===== src/rtl/sonar_ranger.sv =====
// sonar_ranger: memory-mapped ultrasonic ranger controller (HC-SR04 style).
// Sits on the data-memory bus beside RAM. A write of bit0=1 to CTRL starts a
// measurement: a TRIG_CYCLES-long trigger pulse is emitted, then the width of
// the returning echo pulse is counted in clocks of the synchronized domain.
// Ports:
//   clock, reset   system clock, synchronous active-high reset
//   wren, addr     bus write enable / word address
//   dataIn         bus write data (CTRL bit0 = start)
//   dataOut        registered read data, 0 when the sampled addr missed
//   hit            combinational decode of CTRL or RESULT address
//   trig           trigger pin to sensor
//   echo           echo pin from sensor (asynchronous)
//   busy           measurement in progress
// Map: BASE_ADDR   CTRL   read {29'b0, timeout, done, busy}
//      BASE_ADDR+1 RESULT read {zero-extended result}, writes ignored
module sonar_ranger #(
  parameter logic [11:0] BASE_ADDR      = 12'hFF0,
  parameter int          TRIG_CYCLES    = 500,
  parameter int          TIMEOUT_CYCLES = 1_500_000,
  parameter int          CNT_W          = 24
) (
  input  logic        clock,
  input  logic        reset,
  input  logic        wren,
  input  logic [11:0] addr,
  input  logic [31:0] dataIn,
  output logic [31:0] dataOut,
  output logic        hit,
  output logic        trig,
  input  logic        echo,
  output logic        busy
);

  typedef enum logic [1:0] {IDLE, TRIG, WAIT_ECHO, MEASURE} state_t;

  localparam logic [CNT_W-1:0] TRIG_LAST = CNT_W'(TRIG_CYCLES - 1);
  localparam logic [CNT_W-1:0] WAIT_LAST = CNT_W'(TIMEOUT_CYCLES - 1);
  localparam logic [CNT_W-1:0] MEAS_MAX  = CNT_W'(TIMEOUT_CYCLES);

  state_t             state, state_nx;
  logic [CNT_W-1:0]   cnt, cnt_nx;
  logic [CNT_W-1:0]   result, result_nx;
  logic               done, done_nx;
  logic               timeout, timeout_nx;
  logic               sync1, echo_s, echo_q;
  logic               rise, fall, start;
  logic               hit_ctrl, hit_res;
  logic               unused_data;

  // Only bit0 of a CTRL write has a meaning.
  assign unused_data = ^dataIn[31:1];

  assign hit_ctrl = (addr == BASE_ADDR);
  assign hit_res  = (addr == BASE_ADDR + 12'd1);
  assign hit      = hit_ctrl | hit_res;
  assign start    = wren & hit_ctrl & dataIn[0];
  assign busy     = (state != IDLE);

  // Two-flop synchronizer plus one delay stage for edge detection.
  always_ff @(posedge clock) begin
    if (reset) begin
      sync1  <= 1'b0;
      echo_s <= 1'b0;
      echo_q <= 1'b0;
    end else begin
      sync1  <= echo;
      echo_s <= sync1;
      echo_q <= echo_s;
    end
  end

  assign rise = echo_s & ~echo_q;
  assign fall = ~echo_s & echo_q;

  always_comb begin
    state_nx   = state;
    cnt_nx     = cnt;
    result_nx  = result;
    done_nx    = done;
    timeout_nx = timeout;
    case (state)
      IDLE: begin
        // Result is kept from the previous run until it is overwritten.
        if (start) begin
          state_nx   = TRIG;
          cnt_nx     = '0;
          done_nx    = 1'b0;
          timeout_nx = 1'b0;
        end
      end
      TRIG: begin
        if (cnt == TRIG_LAST) begin
          state_nx = WAIT_ECHO;
          cnt_nx   = '0;
        end else begin
          cnt_nx = cnt + 1'b1;
        end
      end
      WAIT_ECHO: begin
        // A rise on the last waiting cycle still counts as an echo.
        if (rise) begin
          state_nx = MEASURE;
          cnt_nx   = CNT_W'(1);
        end else if (cnt == WAIT_LAST) begin
          state_nx   = IDLE;
          timeout_nx = 1'b1;
          done_nx    = 1'b1;
          result_nx  = '0;
        end else begin
          cnt_nx = cnt + 1'b1;
        end
      end
      MEASURE: begin
        // A fall coinciding with saturation is a clean measurement.
        if (fall) begin
          state_nx  = IDLE;
          result_nx = cnt;
          done_nx   = 1'b1;
        end else if (cnt == MEAS_MAX) begin
          state_nx   = IDLE;
          result_nx  = MEAS_MAX;
          timeout_nx = 1'b1;
          done_nx    = 1'b1;
        end else if (echo_s) begin
          cnt_nx = cnt + 1'b1;
        end
      end
      default: state_nx = IDLE;
    endcase
  end

  always_ff @(posedge clock) begin
    if (reset) begin
      state   <= IDLE;
      cnt     <= '0;
      result  <= '0;
      done    <= 1'b0;
      timeout <= 1'b0;
      trig    <= 1'b0;
    end else begin
      state   <= state_nx;
      cnt     <= cnt_nx;
      result  <= result_nx;
      done    <= done_nx;
      timeout <= timeout_nx;
      // Registered so the pin cannot glitch on state decode.
      trig    <= (state_nx == TRIG);
    end
  end

  // Read port behaves like RAM: data for the address seen at this edge.
  // Status reflects registers before this edge's update.
  always_ff @(posedge clock) begin
    if (reset)         dataOut <= '0;
    else if (hit_ctrl) dataOut <= {29'b0, timeout, done, busy};
    else if (hit_res)  dataOut <= 32'(result);
    else               dataOut <= '0;
  end

endmodule


===== config.mk =====
export PLATFORM = sky130hd
export DESIGN_NAME = sonar_ranger
export DESIGN_NICKNAME = d
export VERILOG_FILES = /design/src/rtl/sonar_ranger.sv
export SDC_FILE = /design/constraint.sdc
export NUM_CORES = 1
export LEC_CHECK = 0
export BUFFER_PORTS_ARGS = -buffer_cell sky130_fd_sc_hd__buf_2
export CAP_MARGIN = 25
export CORE_ASPECT_RATIO = 1.1
export CORE_UTILIZATION = 53
export CTS_BUF_LIST = sky130_fd_sc_hd__clkbuf_4 sky130_fd_sc_hd__clkbuf_8 sky130_fd_sc_hd__clkbuf_16
export DETAILED_ROUTE_END_ITERATION = 10
export PLACE_DENSITY = 0.77
export SYNTH_ARGS = -nofsm -noshare
export SYNTH_HDL_FRONTEND = slang
export SYNTH_SLANG_ARGS = --single-unit
export TNS_END_PERCENT = 20

===== constraint.sdc =====
create_clock -name clock -period 3.04 [get_ports clock]
set_input_delay 0.152 -clock clock [delete_from_list [all_inputs] [get_ports clock]]
set_output_delay 0.152 -clock clock [all_outputs]
set_load 0.01 [all_outputs]

==> results.toml, run 1 <==
[sta]
slew_headroom = 0.626
setup_tns_ns = 0
finalSetupViolCount = 0
fmax_mhz = 342
finalHoldViolCount = 0
clock_skew_ns = 0.0127
rsz0062_at_grt = "no"
fin_ws_ns = 0.116
post-route-min-period_ns = 2.92
tightest_slew_ns = 0.559
min_period_over_period = 0.962
drv_slew = 0

[clocking]
cts_tree = "done"
root_buffer = "clkbuf_8"
h-tree-depth = 3
cts_buffer_depth = 2
cts_setup_buffers = 0
clock_latency_ns = 0.37
clock-sinks = 80
cts_inserted_buffers = 9
clk_pin_slew_ns = 0.08

[power]
swShare = 0.234
p_leak_nw = 1.61
switchingPower_mw = 0.442
p_per_area_nw_per_um2 = 472
seqPwrFrac = 0.554
combPwrFrac = 0.023
clkPwrFrac = 0.423
ir_worst_vdd_v = 0.000389
intPower_mw = 1.45

[grt]
grt.overflow.total = 0
antenna_found_initial = 0
grt_pass1_vias = 2751
grt_pass1_wl_mm = 13.0
grt_usage = 0.244
grt_max_degree = 32

[die]
rows = 30
start_util = 0.559
core-area_um2 = 6270
die_area_um2 = 6940
die_w_um = 79.5
die_y_um = 87.3
io_pins = 83

[worst_setup_path]
crit_fanout = 7
r2r_end = "cnt[10]"
endpoint_kind = "register"
cp.arrival_ns = 3.19
timing.rr.start = "cnt[10]"
r2r_slack_ns = 0.12
rr_worst_depth = 9
required_ns = 3.31
cp-start-kind = "register"
worstSetupPathType = "register to register"

[final_layout]
area_growth_pct = 14.5
fill_cells = 539
antenna_cells = 0
drive_above_1_share = 0.201
final_nets = 498

[synth]
synth_common_cells = "dfxtp_1 (80), nor2_1 (41), nand2_1 (36)"
yosysUniqueCellTypes = 57
ys_seq_area_frac = 0.457
yosys.cell_count.top_type = "dfxtp_1"
synthArstFlopShare = 0
yosys_warnings = 0
synth_seq_cells = 80
synthFlopType = "dfxtp_1"
synth.area.top_cells = "dfxtp_1 (46%), a21oi_1 (4.7%), nor2_1 (4.4%), and2_1 (4.3%), nand2_1 (3.9%)"
yosys.area.top_type = "dfxtp_1"
synth_edf_count = 0
syn_inst = 401
yosys.area.top_type_share = 0.457
syn-cell-area_um2 = 3500
avgSynthCellArea_um2 = 8.74

[placement]
preCtsSetupSlack_ns = 0.0675
place_congestion = 0.858
port_buffers = 43
dpl.hpwl_mm = 5.48

[worst_hold_path]
hp-class = "primary input to register"
worstHoldEndpoint = "dataOut[0]"
hold_start = "addr[0]"
holdPathStages = 3

[drt]
ant_nets = 0
wl_met3_um = 461
num_vias = 3061
drcViolationCount = 0
firstDrtPassIters = 4
drt_iter0_markers = 157
dr_wl_met2_mm = 3.78
drt_wl_total_mm = 7.97
vias_per_cell = 5.74
top_layer_used = "met4"
wl_met1_mm = 3.61
route.detailed.wl_per_inst_um = 15.0

[job]
drv_cap = 0

[status]
run_status = "completed"
-- sequential cells by signal, summed over array words and instances, names as in the netlist, 2 cells and up --
signal / count
dataOut: 24
state: 2
result: 24
cnt: 24
-- what timing repair did --
action,CTS,global route
hold buffers,1,0
gates resized for setup,0,2
endpoints found under the setup margin,0,15
endpoints found under the hold margin,1,0
-- cell families (layout without fill, tap and decap cells) --
group / after synthesis / in the layout / synth area share
other: 1 / 8 / 0.00107
buffers and inverters: 38 / 83 / 0.0564
adders and majority gates: 2 / 2 / 0.00714
and+or+nand+nor: 181 / 181 / 0.283
DFF: 80 / 80 / 0.457
muxes: 3 / 3 / 0.00893
AOI/OAI and AO/OA: 96 / 96 / 0.187
-- layout make-up --
cell class / count / area (um^2) / share of cell area
clock buffer: 9 / 124 / 0.0309
inverter: 10 / 37.5 / 0.00936
multi-input combinational: 290 / 1750 / 0.436
sequential: 80 / 1600 / 0.399
tap: 80 / 100 / 0.0250
clock inverter: 7 / 77.6 / 0.0193
timing repair buffer: 57 / 323 / 0.0805
-- layer usage --
| metal | vias up | track usage |
|---|---|---|
| met2 | 95 | 0.389 |
| met3 | 14 | 0.0660 |
| met5 | - | 0 |
| li1 | 1517 | - |
| met1 | 1435 | 0.304 |
| met4 | 0 | 0.117 |
-- placed cells by master, fill, tap and decap left out, types with 5 or more instances in the layout --
| cell type | count |
|---|---|
| dfxtp_1 | 80 |
| buf_2 | 43 |
| nor2_1 | 41 |
| nand2_1 | 36 |
| a21oi_1 | 33 |
| and2_1 | 24 |
| o21ai_0 | 16 |
| a22o_1 | 14 |
| buf_4 | 13 |
| inv_1 | 10 |
| nand3_1 | 9 |
| clkbuf_8 | 9 |
| nor3_1 | 8 |
| conb_1 | 8 |
| nor2b_1 | 7 |
| nor4_1 | 7 |
| nand4_1 | 6 |
| or3_1 | 6 |
| a22oi_1 | 6 |
| or2_2 | 5 |
| nand3b_1 | 5 |
| a21o_1 | 5 |
-- power groups by stage --
stage / clock (mW) / sequential (mW) / combinational [mW]
6_report: 0.801 / 1.05 / 0.0442
5_1_grt: 0.861 / 1.05 / 0.0490
4_1_cts: 0.811 / 1.05 / 0.0439
3_5_place_dp: 0 / 1.07 / 0.0428
3_3_place_gp: 0 / 1.07 / 0.0418
2_1_floorplan: 0 / 1.07 / 0.0347
-- worst max-delay path by stage --
| stage | start | endpoint | slack [ns] | depth (start not counted) |
|---|---|---|---|---|
| finish | cnt[10] | cnt[10] | 0.12 | 9 |
| global route | cnt[10] | result[22] | 0.03 | 8 |
| CTS | cnt[10] | result[22] | 0.02 | 8 |
| detailed placement | cnt[10] | result[19] | 0.07 | 8 |
| global placement | cnt[10] | cnt[23] | 0.10 | 8 |
| floorplan | cnt[10] | cnt[3] | 0.50 | 8 |
-- critical path, cell delays in order (launching register included) --
cell	delay, ns
dfxtp_1	0.32
or4b_1	0.58
or3_1	0.38
buf_4	0.16
or4_4	0.57
nand2_1	0.09
o211a_1	0.30
buf_4	0.20
nor4_1	0.05
a21o_1	0.17
-- through the flow --
step / instances / instance area [um^2] / hold slack, ns / total power, mW / utilization
finish: 533 / 4010 / 0.112 / 1.89 / 0.640
global placement: 516 / 3780 / 0.364 / 1.12 / 0.604
detailed placement: 516 / 3780 / 0.370 / 1.12 / 0.604
floorplan: 408 / 3530 / 0.280 / 1.11 / -
global route: 533 / 4010 / 0.150 / 1.96 / 0.640
CTS: 533 / 4000 / 0.104 / 1.90 / 0.637
Power figures use the tool's default switching activity.
==> run 2: changes to the inputs <==
- BUFFER_PORTS_ARGS: -buffer_cell sky130_fd_sc_hd__buf_2 -> -buffer_cell sky130_fd_sc_hd__buf_4
==> run 2 against run 1 <==
Combinational power is 12% higher. Via count is 1.1% lower. Highest routed layer unchanged. Global-route usage is 0.58 points lower. Final area is 2.1% higher. Fmax is 1.2% higher. Largest cell class unchanged.
==> results.toml, run 2 (synthesis results as in run 1) <==
[clocking]
clock_latency_ns = 0.37
cts_setup_buffers = 0
root_buffer = "clkbuf_8"
cts_buffer_depth = 2
cts_tree = "done"
clk_pin_slew_ns = 0.09
clock-sinks = 80
h-tree-depth = 3
cts_inserted_buffers = 9

[final_layout]
reg_top3 = "cnt (24), dataOut (24), result (24)"
seqCellArea_um2 = 1600
layout.cells.non_filler = 531
final_common_cell = "dfxtp_1"
final_nets = 496
antenna_cells = 0
layout_common_cells = "dfxtp_1 (80), buf_4 (53), nor2_1 (41)"
area_growth_pct = 16.9
multi_input_area_um2 = 1740
drive_above_1_share = 0.197
fill_cells = 532
final_core_util = 0.653

[power]
ir_worst_vdd_v = 0.000281
switchingPower_mw = 0.444
p_per_area_nw_per_um2 = 464
clkPwrFrac = 0.422
p_total_mw = 1.90
combPwrFrac = 0.026
p_leak_nw = 1.61
seqPwrFrac = 0.552
swShare = 0.234
intPower_mw = 1.46

[worst_setup_path]
cp_slowest_stage_delay_ns = 0.59
worstPathBufferInverterCount = 0
endpoint_kind = "register"
rr_worst_depth = 7
critPathSlowestCell = "or4_4"
crit_fanout = 16
required_ns = 3.27
worstSetupPathType = "register to register"
critical_path.cell_chain = "or4b_1 > or3_1 > or4_4 > nand4_1 > nand3_2 > a22oi_1 > nor2_1"
path_delay_family = "simple AND/OR/NAND/NOR gates"
cp.arrival_ns = 3.12
cp-start-kind = "register"
crit_cells = 7

[drt]
wl_met1_mm = 3.34
top_layer_used = "met4"
vias_per_cell = 5.70
firstDrtPassIters = 4
drcViolationCount = 0
drt_iter0_markers = 221
num_vias = 3027
route.detailed.wl_per_inst_um = 14.6
drt_wl_total_mm = 7.76
ant_nets = 0
dr_wl_met2_mm = 3.70
wl_met3_um = 561

[sta]
finalHoldViolCount = 0
drv_slew = 0
tightest_slew_ns = 0.596
clock_skew_ns = 0.0118
slew_headroom = 0.602
min_period_over_period = 0.951
finalSetupViolCount = 0
setup_tns_ns = 0
rsz0062_at_grt = "no"
fmax_mhz = 346
post-route-min-period_ns = 2.89

[die]
die_w_um = 79.5
rows = 30
core-area_um2 = 6270
start_util = 0.559
die_y_um = 87.3
io_pins = 83
die_area_um2 = 6940

[placement]
dp_cells = 513
port_buffers = 43
place_congestion = 0.842
dpl.hpwl_mm = 5.42

[grt]
grt_pass1_wl_mm = 12.6
antenna_found_initial = 0
grt_pass1_vias = 2774
grt_max_degree = 60
grt.overflow.total = 0
grt_usage = 0.239

[status]
run_status = "completed"

[job]
drv_cap = 0

[worst_hold_path]
holdPathStages = 3
hp-class = "primary input to register"
run 2: metal layers:
metal  global-route usage  vias up
met5                    0        -
met4                0.134        0
met3               0.0607       17
met2                0.386      105
met1                0.287     1402
li1                     -     1503
run 2: final timing paths:
| kind | slack (ns) | end | start |
|---|---|---|---|
| worst min-delay path | 0.08 | dataOut[0] | addr[0] |
| worst max register to register | 0.15 | result[23] | cnt[10] |
| worst min register to register | 0.45 | result[9] | result[9] |
| worst max-delay path | 0.15 | result[23] | cnt[10] |
run 2: repair_timing:
action	4_1_cts	5_1_grt
endpoints found under the hold margin	1	0
resized for setup	0	1
endpoints found under the setup margin	0	11
hold buffers	1	0
run 2: worst min-delay path, delay by kind of cell:
family	cells	cell delay (ns)
AO/OA/AOI/OAI	1	0.07
buffers and inverters	1	0.12
AND/OR/NAND/NOR	1	0.07
run 2: power by group through the flow:
stage / combinational, mW / clock [mW] / sequential, mW
floorplan: 0.0347 / 0 / 1.07
global placement: 0.0462 / 0 / 1.07
detailed placement: 0.0480 / 0 / 1.07
CTS: 0.0491 / 0.812 / 1.05
global route: 0.0537 / 0.855 / 1.05
finish: 0.0493 / 0.802 / 1.05
run 2: layout make-up:
class	count	share of cell area
Multi-Input combinational cell	290	0.425
Sequential cell	80	0.391
Timing Repair Buffer	55	0.101
Clock buffer	9	0.0302
Tap cell	80	0.0244
Clock inverter	7	0.0192
Inverter	10	0.00917
run 2: metrics by stage:
step	setup WS [ns]	instance area, um^2	hold WS, ns
after floorplan	0.504	3530	0.280
after global placement	0.0912	3870	0.364
after detailed placement	0.0609	3870	0.374
after CTS	0.0423	4080	0.0781
after global routing	0.0337	4100	0.0806
final	0.150	4100	0.0838
